`config.mk`:
```
export PLATFORM = sky130hd
export DESIGN_NAME = instr_fetch_responder
export DESIGN_NICKNAME = d
export VERILOG_FILES = /design/src/rtl/instr_fetch_responder.sv
export SDC_FILE = /design/constraint.sdc
export NUM_CORES = 1
export LEC_CHECK = 0
export BUFFER_PORTS_ARGS = -buffer_cell sky130_fd_sc_hd__clkbuf_2
export CORE_ASPECT_RATIO = 1.1
export CORE_MARGIN = 2
export CORE_UTILIZATION = 49
export CTS_CLUSTER_SIZE = 30
export DETAILED_ROUTE_END_ITERATION = 10
export PLACE_DENSITY = 0.84
export SETUP_SLACK_MARGIN = 0.3
export SLEW_MARGIN = 20
export SYNTH_ARGS = -nofsm -noshare
export SYNTH_HDL_FRONTEND = slang
export SYNTH_SLANG_ARGS = --single-unit
export TNS_END_PERCENT = 20
```
`constraint.sdc`:
```
create_clock -name clk -period 1.8 [get_ports clk]
set_input_delay 0.27 -clock clk [delete_from_list [all_inputs] [get_ports clk]]
set_output_delay 0.27 -clock clk [all_outputs]
set_load 0.05 [all_outputs]
```
`src/rtl/instr_fetch_responder.sv`:
```
// instr_fetch_responder: answers PC fetch requests via a sync-read memory and a 2-entry response queue.
// Optional misaligned-fetch trap enabled by defining FETCH_MISALIGN_CHECK_EN.
`ifndef MEM_ADDR_WIDTH
`define MEM_ADDR_WIDTH 10
`endif
module instr_fetch_responder #(
`ifdef CUSTOM_DEFINE
    parameter int MEM_ADDR_WIDTH = `MEM_ADDR_WIDTH,
`else
    parameter int MEM_ADDR_WIDTH = 10,
`endif
    parameter int DATA_WIDTH = 32
) (
    input  logic                      clk,
    input  logic                      rst_n,
    input  logic                      req_valid_i,
    input  logic [MEM_ADDR_WIDTH-1:0] req_addr_i,
    output logic                      req_ready_o,
    input  logic                      flush_i,
    output logic                      mem_rd_o,
    output logic [MEM_ADDR_WIDTH-3:0] mem_addr_o,
    input  logic [DATA_WIDTH-1:0]     mem_rdata_i,
    output logic                      rsp_valid_o,
    input  logic                      rsp_ready_i,
    output logic [DATA_WIDTH-1:0]     rsp_instr_o,
    output logic [MEM_ADDR_WIDTH-1:0] rsp_addr_o,
    output logic                      rsp_err_o
);
    localparam logic [DATA_WIDTH-1:0] NOP = DATA_WIDTH'(32'h00000013);

    logic [1:0]                count;
    logic                      wptr, rptr, inflight, inf_err;
    logic [MEM_ADDR_WIDTH-1:0] inf_addr;
    logic [DATA_WIDTH-1:0]     q_instr [2];
    logic [MEM_ADDR_WIDTH-1:0] q_addr [2];
    logic [1:0]                q_err;
    logic                      accept, pop, misalign;
    logic [2:0]                occ;

`ifdef FETCH_MISALIGN_CHECK_EN
    assign misalign = req_addr_i[1:0] != 2'b00;
`else
    assign misalign = 1'b0;
`endif

    // A slot is reserved for every in-flight read, so the queue can never overflow.
    assign pop         = rsp_valid_o && rsp_ready_i;
    assign occ         = {1'b0, count} + {2'b00, inflight};
    assign req_ready_o = rst_n && !flush_i && (occ < 3'd2 + {2'b00, pop});
    assign accept      = req_valid_i && req_ready_o;
    assign mem_rd_o    = accept && !misalign;
    assign mem_addr_o  = req_addr_i[MEM_ADDR_WIDTH-1:2];
    assign rsp_valid_o = count != 2'd0;
    assign rsp_instr_o = q_instr[rptr];
    assign rsp_addr_o  = q_addr[rptr];
    assign rsp_err_o   = q_err[rptr];

    always_ff @(posedge clk or negedge rst_n) begin
        if (!rst_n) begin
            count    <= '0;
            wptr     <= 1'b0;
            rptr     <= 1'b0;
            inflight <= 1'b0;
            inf_err  <= 1'b0;
            inf_addr <= '0;
            q_instr  <= '{default: '0};
            q_addr   <= '{default: '0};
            q_err    <= '0;
        end else if (flush_i) begin
            count    <= '0;
            wptr     <= 1'b0;
            rptr     <= 1'b0;
            inflight <= 1'b0;
        end else begin
            inflight <= accept;
            if (accept) begin
                inf_addr <= req_addr_i;
                inf_err  <= misalign;
            end
            if (inflight) begin
                q_instr[wptr] <= inf_err ? NOP : mem_rdata_i;
                q_addr[wptr]  <= inf_addr;
                q_err[wptr]   <= inf_err;
                wptr          <= !wptr;
            end
            if (pop)
                rptr <= !rptr;
            count <= count + {1'b0, inflight} - {1'b0, pop};
        end
    end
endmodule
```
==> results of run 1 <==
## per-stage QoR
stage	std cells	cell area [um2]	worst slack (ns)	setup TNS, ns
3_5_place_dp	489	5104	0.05349	0
5_1_grt	511	6332	-0.2189	-5.087
2_1_floorplan	286	4496	0.04011	0
6_report	511	6332	-0.1597	-2.785
4_1_cts	508	5946	-0.1535	-2.758
3_3_place_gp	489	5104	0.1079	0
## repair_timing
action                                  CTS  global route
endpoints found under the setup margin   75            92
setup buffers                             2             1
pin swaps                                 8             4
gates resized for setup                 123           115
gates cloned                              1             2
## cells by family (layout without fill, tap and decap cells)
family                   after synthesis  in the layout  share of synthesized area [%]
AO/OA/AOI/OAI                          2              2                         0.3068
XOR/XNOR                               4              4                         0.7812
adder cells (fa/ha/maj)                4              4                          1.116
buffers and inverters                 25            136                          4.072
flip-flops                           101            101                          56.35
AND/OR/NAND/NOR                       13             13                          2.232
multiplexers                         137            137                          35.15
## state kept, by name, summed over array words and instances (netlist names)
| signal | flops |
|---|---|
| inf_addr | 10 |
| rptr | 1 |
| q_addr | 20 |
| q_instr | 64 |
| wptr | 1 |
| inflight | 1 |
| q_err | 2 |
| count | 2 |
## power breakdown
group	switching (mW)	internal [mW]	total (mW)
sequential	0.475	3.00	3.47
clock	0.747	0.616	1.36
combinational	3.16	3.43	6.59
total	4.38	7.05	11.4
## final cells by class
type | count | area (um2)
Tap cell | 114 | 142.6
Sequential cell | 101 | 2529
Clock inverter | 3 | 20.02
Fill cell | 594 | 2541
Timing Repair Buffer | 117 | 1351
Multi-Input combinational cell | 160 | 2107
Inverter | 3 | 13.76
Clock buffer | 13 | 168.9
## cell usage in the layout (no fill, tap or decap)
cell	synthesis	layout
nor2b_1	1	1
ha_2	0	2
and3_4	1	1
or2_4	0	1
dfrtp_1	101	100
and2_2	1	1
clkbuf_2	0	53
xnor2_1	2	1
inv_1	3	2
o21ai_2	1	1
o21ai_4	0	1
inv_4	0	1
buf_8	0	36
nor3_4	1	1
dfrtp_2	0	1
xnor2_2	0	1
nand3b_2	1	1
clkinv_2	0	1
and2b_2	1	1
ha_1	4	1
nor3b_4	0	1
xor2_1	2	2
ha_4	0	1
clkbuf_16	0	13
buf_12	1	8
buf_6	2	2
buf_4	14	5
clkinvlp_4	0	2
mux2_4	9	84
clkbuf_1	1	1
mux2_2	125	53
nor2_1	3	3
and3_2	1	1
and2_1	1	1
clkbuf_8	0	12
## worst min-delay path by stage
| stage | slack [ns] | cells after the start | to | startpoint |
|---|---|---|---|---|
| CTS | 0.04 | 2 | q_addr[19] | rst_n |
| finish | 0.02 | 2 | q_instr[42] | rst_n |
| detailed placement | 0.44 | 2 | q_instr[5] | rst_n |
| floorplan | -0.03 | 0 | count[0] | rst_n |
| global route | 0.06 | 2 | q_instr[5] | rst_n |
| global placement | 0.43 | 2 | q_instr[9] | rst_n |
## metal layers
metal / global-route usage [%] / vias to the layer above / routed length (um)
met5: 0 / - / 0
met4: 6.522 / 0 / 157
met3: 4.928 / 14 / 506
met2: 30.28 / 74 / 4989
met1: 22.65 / 1374 / 4005
li1: - / 1218 / -
## worst max-delay path, cell delays in order, from the launching register on
cell	delay, ns
dfrtp_1	0.40
ha_2	0.20
ha_4	0.16
nor3b_4	0.19
and3_4	0.23
clkbuf_16	0.16
==> results.ini, run 1 <==
[critical_path]
critical_path.reg2reg.startpoint = inflight
worstSetupEndpoint = mem_rd_o
critPathCaptureType = primary output
worst_r2r_endpoint = inf_addr[0]
start_kind = register
crit_type = reg -> out
crit_path_max_fanout = 3
cp_data_arrival_time_ns = 1.69
cp.required_ns = 1.53
worst_setup_path_startpoint = inflight
worst-r2r-cell-count = 7
reg2reg_setup_slack_ns = -0.05

[run_status]
outcome = finished with violations
failed_checks = setup timing

[timing]
tightest_slew_ns = 0.5324
hold_violations = 0
timing_max_transition_violations_final = 0
min_period_over_period_pct = 108.9
unrepaired_setup_endpoints_after_global_routing = true
worst_hold_slack_ns = 0.01527
post-route-worst-setup-slack_ns = -0.1597
min_period_ns = 1.960
worst_clk_skew_ns = 0.01193
setup_viol = 47
max-slew-margin-rel_pct = 64.51
max_freq_mhz = 510.3

[floorplanning]
floorplan.initialDensity_pct = 50.55
floorplan.core_area_mm2 = 0.008874
row_count = 36
die-height_um = 104.3
ios = 101
floorplan.die.width_um = 95.23
die-area_mm2 = 0.009936

[finish]
area.growth.synth_to_final_pct = 41.17
layout_nets = 443
n_antenna_cell = 0
fraction_of_the_core_area_covered_by_cells_at_the_end_of_the_flow_pct = 71.36
post_route_cells_drive_above_1_share_pct = 71.79

[yosys]
yosys.area.top_type_share_pct = 56.35
syn-num-nets = 337
yosys.cell_count.top_type = mux2_2
async_flop_share_pct = 100.0
ys_seq_elements = 101
yosysWarnings = 0
yosys_most_used_dff = dfrtp_1
yosys-top-cells-area = dfrtp_1 (56%), mux2_2 (31%), mux2_4 (3.0%)
post_synth_instance_area_mm2 = 0.004486
synth_commonest_cells = mux2_2 (125), dfrtp_1 (101), buf_4 (14), mux2_4 (9)
postSynthAreaPerCell_um2 = 15.68
yosys.cell_types.count = 26
synth_edf_count = 0
synth_sequential_area_ratio_pct = 56.35
syn-instance-count = 286
synth_area_leader_cell = dfrtp_1

[drt]
detail_route.first_pass.iterations = 4
detail_route.drc_violations = 0
remaining_number_of_nets_flagged_by_the_antenna_check_after_routing = 0
routedWlPerCell_um = 18.90
drt_first_iter_violations = 64
drt-total-wl_mm = 9.658
vias_per_cell = 5.245
vias = 2680

[run]
cap_violations = 0

[clock_network]
clock_tree.root_cell = clkbuf_8
tritoncts_clock_tree = yes
cts_inserted_buffers = 9
cts_num_sinks = 101
worst_setup_hold_path_clk_slew_ns = 0.09
clock_latency_ns = 0.35
clk_path_buf_depth = 2
cts-hold-fix-buffers = 0
htree_levels = 3

[place]
gp_routability_congestion = 0.6678
hpwlAfterDp_mm = 5.490
port-buffer-count = 100

[pwr]
power.density_mw_per_mm2 = 1805
totalPowerFinal_mw = 11.43
vdd_drop_max_v = 0.001143
leakage_power_figure_nw = 3.110

[global_routing]
grt_pass1_vias = 2898
track_usage_pct = 18.26
initial_antenna_violation_count = 0
gr-total-overflow = 0
grt_first_pass_wirelength_mm = 14.12
grt_max_degree = 102

[worst_hold_path]
timing.hold.worst.class = in -> async

Note: power is estimated with default switching activity, not from simulation.
==> run 2: changes to the inputs <==
ABC_AREA = 1   (was default)
MAX_ROUTING_LAYER = met4   (was default)
RECOVER_POWER = 100   (was default)
==> run 2 against run 1 <==
Compared with the run above: the run still ends with setup timing left; synthesized cell count is 91% higher; non-clock buffer count is 14 higher; total power is 4.7% lower; first-iteration DRC count is 150% higher; sequential share of layout area is 2.4 points lower; clock power is 9% higher; synthesized area is 4.3% higher; core utilization is 0.97 points higher; largest cell class unchanged.
==> results.ini, run 2 <==
[drt]
detail_route.drc_violations = 0  ; unchanged
vias = 3960  ; was 2680
drt-total-wl_mm = 11.93  ; was 9.658 mm
drt_first_iter_violations = 158  ; was 64
vias_per_cell = 5.136  ; was 5.245
remaining_number_of_nets_flagged_by_the_antenna_check_after_routing = 0  ; unchanged
routedWlPerCell_um = 15.47  ; was 18.90 um
detail_route.first_pass.iterations = 6  ; was 4

[timing]
unrepaired_setup_endpoints_after_global_routing = true  ; unchanged
hold_violations = 0  ; unchanged
worst_clk_skew_ns = 0.01107  ; was 0.01193 ns
min_period_ns = 1.927  ; was 1.960 ns
tightest_slew_ns = 0.8910  ; was 0.5324 ns
setup_viol = 5  ; was 47
max_freq_mhz = 519.0  ; was 510.3 MHz
timing_max_transition_violations_final = 0  ; unchanged
post-route-worst-setup-slack_ns = -0.1270  ; was -0.1597 ns
max-slew-margin-rel_pct = 40.60  ; was 64.51%
min_period_over_period_pct = 107.1  ; was 108.9%
tns_ns = -0.2609  ; was -2.785 ns

[floorplanning]
floorplan.core_area_mm2 = 0.009305  ; was 0.008874 mm2
floorplan.die.width_um = 97.15  ; was 95.23 um
floorplan.initialDensity_pct = 50.26  ; was 50.55%
die-area_mm2 = 0.01034  ; was 0.009936 mm2
die-height_um = 106.5  ; was 104.3 um
ios = 101  ; unchanged
row_count = 37  ; was 36

[place]
hpwlAfterDp_mm = 6.338  ; was 5.490 mm
numPlacedInstances = 736  ; was 489
gp_routability_congestion = 0.7728  ; was 0.6678
port-buffer-count = 100  ; unchanged
post-place-ws_ns = 0.03811  ; was 0.05349 ns

[yosys]
synth_sequential_area_ratio_pct = 54.04  ; was 56.35%
syn-num-nets = 597  ; was 337
syn-instance-count = 546  ; was 286
yosys_most_used_dff = dfrtp_1  ; unchanged
synth_area_leader_cell = dfrtp_1  ; unchanged
post_synth_instance_area_mm2 = 0.004677  ; was 0.004486 mm2
postSynthAreaPerCell_um2 = 8.566  ; was 15.68 um2
synth_commonest_cells = nand2_1 (235), dfrtp_1 (101), inv_1 (52), o21ai_0 (51), o21ai_2 (26)  ; was mux2_2 (125), dfrtp_1 (101), buf_4 (14), mux2_4 (9)
async_flop_share_pct = 100.0  ; unchanged
yosys.area.top_type_share_pct = 54.04  ; was 56.35%
synth_edf_count = 0  ; unchanged
ys_seq_elements = 101  ; unchanged
yosys-top-cells-area = dfrtp_1 (54%), nand2_1 (19%), o21ai_0 (5.5%)  ; was dfrtp_1 (56%), mux2_2 (31%), mux2_4 (3.0%)
yosysWarnings = 0  ; unchanged
yosys.cell_types.count = 26  ; unchanged
yosys.cell_count.top_type = nand2_1  ; was mux2_2

[finish]
fin_cells = 771  ; was 511
fraction_of_the_core_area_covered_by_cells_at_the_end_of_the_flow_pct = 72.33  ; was 71.36%
largest_registers = q_instr: 64 flops, q_addr: 20 flops, inf_addr: 10 flops  ; unchanged
largest-register = q_instr  ; unchanged
area.growth.synth_to_final_pct = 43.90  ; was 41.17%
post_route_cells_drive_above_1_share_pct = 39.91  ; was 71.79%
layout_nets = 700  ; was 443
layout.cells.most_common_list = nand2_1 (145), dfrtp_1 (100), o21ai_0 (63)  ; was dfrtp_1 (100), mux2_4 (84), mux2_2 (53), clkbuf_2 (53), buf_8 (36)
largest_register_ff_count = 64  ; unchanged
n_antenna_cell = 0  ; unchanged
fillCellCount = 653  ; was 594
final_common_cell = nand2_1  ; was dfrtp_1

[critical_path]
start_kind = register  ; unchanged
worst-r2r-cell-count = 5  ; was 7
critical_path.reg2reg.startpoint = wptr  ; was inflight
reg2reg_setup_slack_ns = 0.06  ; was -0.05 ns
critPathCaptureType = primary output  ; unchanged
crit_type = reg -> out  ; unchanged
cp.required_ns = 1.53  ; about the same
cp_data_arrival_time_ns = 1.66  ; was 1.69 ns
crit_path_max_fanout = 4  ; was 3
worst_r2r_endpoint = q_instr[62]  ; was inf_addr[0]

[global_routing]
track_usage_pct = 23.30  ; was 18.26%
initial_antenna_violation_count = 0  ; unchanged
gr-total-overflow = 0  ; unchanged
grt_pass1_vias = 3917  ; was 2898
grt_first_pass_wirelength_mm = 18.66  ; was 14.12 mm
grt_max_degree = 102  ; unchanged

[pwr]
leakage_power_figure_nw = 3.541  ; was 3.110 nW
totalPowerFinal_mw = 10.89  ; was 11.43 mW
power.density_mw_per_mm2 = 1619  ; was 1805 mW/mm2
vdd_drop_max_v = 0.0007769  ; was 0.001143 V

[clock_network]
clk_path_buf_depth = 2  ; unchanged
tritoncts_clock_tree = yes  ; unchanged
cts_num_sinks = 101  ; unchanged
worst_setup_hold_path_clk_slew_ns = 0.10  ; was 0.09 ns
clock_latency_ns = 0.37  ; was 0.35 ns
cts_inserted_buffers = 9  ; unchanged
htree_levels = 3  ; unchanged
clock_tree.root_cell = clkbuf_8  ; unchanged

[worst_hold_path]
timing.hold.worst.class = in -> reg  ; was in -> async
hold_end = count[0]
min_path_cells = 2
hold_start = flush_i

[run_status]
outcome = finished with violations  ; unchanged
failed_checks = setup timing  ; unchanged

[run]
cap_violations = 0  ; unchanged

==> run 2: repair_timing <==
item	in CTS	in global routing
endpoints found under the hold margin	26	0
cloned	7	1
pin swaps	33	17
gates resized for setup	161	142
hold buffers	1	0
endpoints found under the setup margin	56	103
buffers inserted	10	0
==> run 2: routing by layer <==
metal	GRT usage, %	wire length, um	vias to the layer above	share of wire (%)
met3	5.523	614	16	5.1
met2	38.89	6292	111	53
li1	-	-	1898	-
met1	28.48	4783	1935	40
met4	6.841	238	0	2.0
met5	-	0	-	0
==> run 2: per-stage QoR <==
step / hold slack, ns / instance area (um2)
after floorplan: -0.02559 / 4693
after CTS: 0.1201 / 6421
after global routing: 0.09513 / 6730
after detailed placement: 0.4065 / 5194
final: 0.1225 / 6730
after global placement: 0.3916 / 5194
==> run 2: final cells by class <==
type                       count  area (um2)  share of cell area (%)
sequential                   101        2529                   37.57
multi-input combinational    351        2077                   30.86
timing repair buffer         131        1551                   23.05
inverter                      55       221.5                   3.291
tap                          117       146.4                   2.175
clock buffer                   9       123.9                   1.840
clock inverter                 7       81.33                   1.208
==> run 2: worst max path at each step <==
stage                  start       end  slack [ns]  cells after the start
finish              count[0]  mem_rd_o       -0.13                      6
global route        inflight  mem_rd_o       -0.21                      6
CTS                 inflight  mem_rd_o       -0.13                      6
detailed placement  count[0]  mem_rd_o        0.04                      6
global placement    count[0]  mem_rd_o        0.11                      6
floorplan           inflight  mem_rd_o        0.16                      6
==> run 2: kinds of logic after synthesis <==
kind of cell,share of synthesized area [%]
xor+xnor,0.3746
simple gates,21.78
flops,54.04
fa+ha+maj,1.070
compound gates,11.66
buf+inv,11.08
==> run 2: report_power, final <==
group	internal, mW	total (mW)	switching, mW
Sequential	2.92	3.43	0.508
Combinational	2.57	5.99	3.42
Clock	0.660	1.48	0.819
Total	6.15	10.9	4.75
==> run 2: worst max-delay path, cell delays in order (launching register included) <==
cell and delay (ns):
dfrtp_1 0.42, ha_2 0.20, ha_4 0.17, nor2_4 0.16, nand3_4 0.10, clkinvlp_4 0.09
clkbuf_16 0.15
